--- src/rtl/mul_pkg.sv ---
// Shared encodings for the multiply controller: op codes, operand signedness
// codes, FSM states and the result-selection helper.
package mul_pkg;

  typedef enum logic [1:0] {
    OP_MUL    = 2'd0,
    OP_MULH   = 2'd1,
    OP_MULHSU = 2'd2,
    OP_MULHU  = 2'd3
  } op_t;

  // m_signed codes: bit 1 = rs1 signed, bit 0 = rs2 signed
  localparam logic [1:0] SGN_SS = 2'b11;
  localparam logic [1:0] SGN_SU = 2'b10;
  localparam logic [1:0] SGN_UU = 2'b00;

  typedef enum logic [1:0] {
    S_IDLE  = 2'd0,
    S_ISSUE = 2'd1,
    S_BUSY  = 2'd2,
    S_DONE  = 2'd3
  } state_t;

  function automatic logic [1:0] sgn_code(input logic [1:0] op);
    case (op)
      OP_MULHSU: return SGN_SU;
      OP_MULHU:  return SGN_UU;
      default:   return SGN_SS;
    endcase
  endfunction

  // MULW returns the low word sign-extended; MUL the low half; MULH* the high half.
  function automatic logic [63:0] sel_result(input logic [1:0] op, input logic w,
                                             input logic [63:0] hi, input logic [63:0] lo);
    if (w) return {{32{lo[31]}}, lo[31:0]};
    else if (op == OP_MUL) return lo;
    else return hi;
  endfunction

endpackage

--- src/rtl/mul_result_cache.sv ---
// One-entry cache of the last full-width product, keyed by operands and
// signedness. A MUL lookup ignores signedness because the low half is identical.
module mul_result_cache
  import mul_pkg::*;
(
  input  logic        clk,
  input  logic        rst,
  input  logic [63:0] lk_src1,
  input  logic [63:0] lk_src2,
  input  logic [1:0]  lk_op,
  input  logic        lk_w,
  output logic        hit,
  output logic [63:0] hit_hi,
  output logic [63:0] hit_lo,
  input  logic        wr_en,
  input  logic [63:0] wr_src1,
  input  logic [63:0] wr_src2,
  input  logic [1:0]  wr_sgn,
  input  logic [63:0] wr_hi,
  input  logic [63:0] wr_lo
);

  logic        vld;
  logic [63:0] c_src1;
  logic [63:0] c_src2;
  logic [1:0]  c_sgn;
  logic [63:0] c_hi;
  logic [63:0] c_lo;

  assign hit = vld && !lk_w && (lk_src1 == c_src1) && (lk_src2 == c_src2) &&
               ((lk_op == OP_MUL) || (sgn_code(lk_op) == c_sgn));
  assign hit_hi = c_hi;
  assign hit_lo = c_lo;

  always_ff @(posedge clk or negedge rst) begin
    if (!rst) begin
      vld    <= 1'b0;
      c_src1 <= '0;
      c_src2 <= '0;
      c_sgn  <= '0;
      c_hi   <= '0;
      c_lo   <= '0;
    end else if (wr_en) begin
      vld    <= 1'b1;
      c_src1 <= wr_src1;
      c_src2 <= wr_src2;
      c_sgn  <= wr_sgn;
      c_hi   <= wr_hi;
      c_lo   <= wr_lo;
    end
  end

endmodule

--- src/rtl/mul_ctrl.sv ---
// Multiply controller: accepts one op at a time, serves repeats from a
// one-entry result cache, otherwise issues to an external multiplier.
module mul_ctrl
  import mul_pkg::*;
(
  input  logic        clk,
  input  logic        rst,
  input  logic        flush,
  input  logic        in_valid,
  output logic        in_ready,
  input  logic [1:0]  in_op,
  input  logic        in_w,
  input  logic [63:0] in_src1,
  input  logic [63:0] in_src2,
  output logic        out_valid,
  input  logic        out_ready,
  output logic [63:0] out_data,
  output logic        m_valid,
  input  logic        m_ready,
  output logic        m_flush,
  output logic        m_mulw,
  output logic [1:0]  m_signed,
  output logic [63:0] m_a,
  output logic [63:0] m_b,
  input  logic        m_out_valid,
  input  logic [63:0] m_hi,
  input  logic [63:0] m_lo,
  output state_t      dbg_state
);

  // Handshakes: a transfer happens on a rising edge where valid and ready are
  // both high; valid and its payload stay stable until that edge.

  state_t      state;
  logic [1:0]  op_q;
  logic        w_q;
  logic [63:0] src1_q;
  logic [63:0] src2_q;
  logic [1:0]  sgn_q;
  logic        cache_hit;
  logic [63:0] hit_hi;
  logic [63:0] hit_lo;
  logic        cache_wr;

  assign m_a       = src1_q;
  assign m_b       = src2_q;
  assign m_signed  = sgn_q;
  assign m_mulw    = w_q;
  assign m_flush   = flush & rst;
  assign dbg_state = state;
  // A flushed completion must not pollute the cache; W results never enter it.
  assign cache_wr  = (state == S_BUSY) && m_out_valid && !flush && !w_q;

  mul_result_cache u_cache (
    .clk     (clk),
    .rst     (rst),
    .lk_src1 (in_src1),
    .lk_src2 (in_src2),
    .lk_op   (in_op),
    .lk_w    (in_w),
    .hit     (cache_hit),
    .hit_hi  (hit_hi),
    .hit_lo  (hit_lo),
    .wr_en   (cache_wr),
    .wr_src1 (src1_q),
    .wr_src2 (src2_q),
    .wr_sgn  (sgn_q),
    .wr_hi   (m_hi),
    .wr_lo   (m_lo)
  );

  always_ff @(posedge clk or negedge rst) begin
    if (!rst) begin
      state     <= S_IDLE;
      in_ready  <= 1'b0;
      out_valid <= 1'b0;
      out_data  <= '0;
      m_valid   <= 1'b0;
      op_q      <= '0;
      w_q       <= 1'b0;
      src1_q    <= '0;
      src2_q    <= '0;
      sgn_q     <= '0;
    end else if (flush) begin
      state     <= S_IDLE;
      in_ready  <= 1'b1;
      out_valid <= 1'b0;
      m_valid   <= 1'b0;
    end else begin
      case (state)
        S_IDLE: begin
          in_ready <= 1'b1;
          if (in_valid && in_ready) begin
            op_q     <= in_op;
            w_q      <= in_w;
            src1_q   <= in_src1;
            src2_q   <= in_src2;
            sgn_q    <= sgn_code(in_op);
            in_ready <= 1'b0;
            if (cache_hit) begin
              state     <= S_DONE;
              out_valid <= 1'b1;
              out_data  <= sel_result(in_op, in_w, hit_hi, hit_lo);
            end else begin
              state   <= S_ISSUE;
              m_valid <= 1'b1;
            end
          end
        end
        S_ISSUE: begin
          if (m_ready) begin
            m_valid <= 1'b0;
            state   <= S_BUSY;
          end
        end
        S_BUSY: begin
          if (m_out_valid) begin
            out_data  <= sel_result(op_q, w_q, m_hi, m_lo);
            out_valid <= 1'b1;
            state     <= S_DONE;
          end
        end
        S_DONE: begin
          if (out_ready) begin
            out_valid <= 1'b0;
            in_ready  <= 1'b1;
            state     <= S_IDLE;
          end
        end
        default: state <= S_IDLE;
      endcase
    end
  end

endmodule

--- config.mk ---
export PLATFORM = sky130hd
export DESIGN_NAME = mul_ctrl
export DESIGN_NICKNAME = d
export VERILOG_FILES = /design/src/rtl/mul_pkg.sv /design/src/rtl/mul_result_cache.sv /design/src/rtl/mul_ctrl.sv
export SDC_FILE = /design/constraint.sdc
export NUM_CORES = 1
export LEC_CHECK = 0
export CORE_ASPECT_RATIO = 1.4
export CORE_MARGIN = 1.5
export CORE_UTILIZATION = 55
export DETAILED_ROUTE_END_ITERATION = 8
export MAX_ROUTING_LAYER = met4
export PLACE_DENSITY = 0.86
export SYNTH_ARGS = -nofsm -noshare
export SYNTH_HDL_FRONTEND = slang
export SYNTH_SLANG_ARGS = --single-unit
--- constraint.sdc ---
create_clock -name clk -period 7.7 [get_ports clk]
set_input_delay 2.31 -clock clk [delete_from_list [all_inputs] [get_ports clk]]
set_output_delay 2.31 -clock clk [all_outputs]
set_load 0.005 [all_outputs]
==> impl_metrics.py <==
metrics = {
    "timing": {
        "relSlewSlack_pct": 27.03,
        "fmax_ghz": 0.1666,
        "fin_tns_setup_ns": 0,
        "slew_viol_final": 0,
        "period_minus_slack_ns": 6.003,
        "timing.final.ws_setup_ns": 1.697,
        "setup_viol": 0,
        "timing_worst_slew_pin_value_ns": 1.090,
        "fin_worst_skew_ns": 0.02492,
        "post-route-period-util_pct": 77.97,
        "rsz0062_at_grt": "false",
        "hold_viol_final": 0,
    },
    "power_and_ir_drop": {
        "leakage_nw": 11.61,
        "sw_frac_of_total_pct": 31.17,
        "seqPwrFrac_pct": 40.9,
        "pwr-share-comb_pct": 38.6,
        "p_int_mw": 7.434,
        "ir_worst_vdd_mv": 0.2839,
        "p_clk_share_pct": 20.6,
        "p_per_area_mw_per_mm2": 392.9,
        "p_sw_mw": 3.366,
    },
    "synthesis": {
        "yosys_register_bits": 461,
        "syn-cell-area_mm2": 0.02087,
        "synth_warnings": 0,
        "ys_async_sr_fraction_pct": 100.0,
        "seq_area_frac_synth_pct": 55.27,
        "ys.flop_type": "dfrtp_1",
        "synthesis.nets": 1873,
        "synth_area_per_cell_um2": 13.02,
        "synth_edf_count": 0,
        "synth_cell_types": 43,
        "netlist_instances": 1603,
    },
    "die": {
        "initial_core_util_pct": 55.63,
        "die_y_um": 233.5,
        "io_pins": 467,
        "fp.dieW_um": 167.6,
        "rows": 84,
        "core_mm2": 0.03752,
        "die_area_mm2": 0.03914,
    },
    "placed_design": {
        "place_area_mm2": 0.02599,
        "dpl.hpwl_um": 39600,
        "io_buffers": 466,
        "dp_slack_ns": 1.326,
        "gp_congestion": 0.8557,
    },
    "detailed_routing": {
        "ant_nets": 0,
        "num_vias": 14738,
        "wire_per_inst_um": 22.56,
        "drt-pass1-iter-count": 4,
        "route.detailed.drc": 0,
        "via_per_inst": 5.791,
        "drtIter0Drc": 947,
        "routed_wl_um": 57430,
    },
    "layout": {
        "final_common_cell": "clkdlybuf4s50_1",
        "nNetsFinal": 2305,
        "fin_area_mm2": 0.02749,
        "area_growth_syn_to_layout_pct": 31.70,
        "drive_gt1_share_pct": 22.68,
        "mostFrequentLayoutCells": "clkdlybuf4s50_1 (465), dfrtp_1 (461), mux2_2 (371)",
    },
    "clock_tree": {
        "cts_made_buffers": 45,
        "clock_latency_ns": 0.56,
        "cts_tree": "yes",
        "cts_setup_buffers": 0,
        "cts_sinks": 461,
        "path_clk_slew_ns": 0.06,
        "htree_levels": 2,
        "cts-resized-gates": 0,
        "postCtsHoldBufs": 0,
        "cts_root_buf": "clkbuf_16",
        "clk_path_buf_depth": 3,
    },
    "hold_path": {
        "hold_start": "u_cache.vld",
        "hold_class": "flop to flop",
    },
    "grt": {
        "grt_usage_pct": 30.24,
        "grt_max_degree": 156,
        "antenna_found_initial": 4,
        "grt_pass1_vias": 15859,
        "grt_pass1_wl_um": 89040,
        "grt.overflow.total": 0,
    },
    "critical_path": {
        "start_kind": "primary input",
        "crit_start": "flush",
        "critPathCaptureType": "primary output",
        "r2r_start": "u_cache.c_src2[21]",
        "crit_type": "primary input to primary output",
        "critPathMaxFanout": 10,
        "worstPathRequired_ns": 5.39,
        "worstPathArrival_ns": 3.69,
    },
    "outcome": {
        "status": "completed",
    },
    "job": {
        "cap_violations": 0,
    },
}
[power by group through the flow]
stage                     clock network (mW)  registers [mW]  logic (mW)
after global routing                    2.36            4.56        4.47
after CTS                               2.27            4.41        4.20
after detailed placement                   0            4.43        4.15
final                                   2.22            4.41        4.16
after floorplan                            0            4.27        2.24
after global placement                     0            4.33        4.03
[metal layers]
| metal | global-route usage (%) | part of all wire, % | up-vias |
|---|---|---|---|
| met4 | 13.23 | 4.2 | 0 |
| met2 | 52.02 | 52 | 494 |
| li1 | - | - | 6635 |
| met3 | 7.777 | 7.2 | 126 |
| met5 | - | 0 | - |
| met1 | 33.18 | 36 | 7483 |
[critical path, stage by stage]
cell and delay, ns:
clkdlybuf4s50_1 0.70, and2_1 0.19, clkdlybuf4s50_1 0.49
[Yosys cell counts, drive strengths merged (12+ instances only)]
cell    count  area share, %
dfrtp     461             55
mux2      431             23
nand2      91            1.6
nor2b      89            2.7
clkbuf     88            1.6
xnor2      88            3.7
a211oi     64            2.3
o221ai     36            1.5
a31oi      32           0.96
mux2i      32            1.5
inv        26           0.47
o21ai      26           0.62
nand2b     24           0.72
nand4      22           0.66
nor2       12           0.22
[final timing paths]
kind                                     endpoint  slack, ns  cells past startpoint
min in group asynchronous       u_cache.hit_hi[5]       1.72                      1
max in group asynchronous                 m_a[27]       3.81                      3
worst min-delay path                  u_cache.vld       0.46                      1
worst max register to register       out_data[10]       3.69                      8
worst min register to register        u_cache.vld       0.46                      1
worst max-delay path                      m_flush       1.70                      3
[kinds of logic after synthesis]
group | count (synthesis) | share of synthesized area [%]
muxes | 463 | 24.79
DFF | 461 | 55.27
and+or+nand+nor | 264 | 6.678
AOI/OAI and AO/OA | 194 | 6.882
buffers and inverters | 125 | 2.284
xor gates and xnor gates | 92 | 3.860
adders and majority gates | 4 | 0.2398
[flip-flops by register name, summed over array words and instances, names as in the netlist]
signal	count
dbg_state	2
m_valid	1
m_b	64
out_valid	1
u_cache.c_sgn	2
m_a	64
u_cache.hit_lo	64
out_data	64
op_q	2
u_cache.vld	1
m_signed	2
m_mulw	1
u_cache.c_src1	64
in_ready	1
u_cache.hit_hi	64
u_cache.c_src2	64
[metrics by stage]
stage / std cells / hold slack [ns] / total power, mW / util [%]
after floorplan: 1603 / 0.4308 / 6.512 / -
after global placement: 2461 / 0.4431 / 8.360 / 69.26
after detailed placement: 2461 / 0.4517 / 8.584 / 69.26
after CTS: 2541 / 0.4664 / 10.88 / 73.24
after global routing: 2545 / 0.5012 / 11.39 / 73.26
final: 2545 / 0.4593 / 10.80 / 73.26
[layout make-up]
type | instances | area (um2)
Tap cell | 473 | 591.8
Clock buffer | 71 | 1386
Fill cell | 2423 | 10030
Inverter | 26 | 97.59
Timing Repair Buffer | 484 | 4855
Clock inverter | 9 | 105.1
Antenna cell | 4 | 10.01
Sequential cell | 461 | 11540
Multi-Input combinational cell | 1017 | 8907
Note: power is estimated with default switching activity, not from simulation.
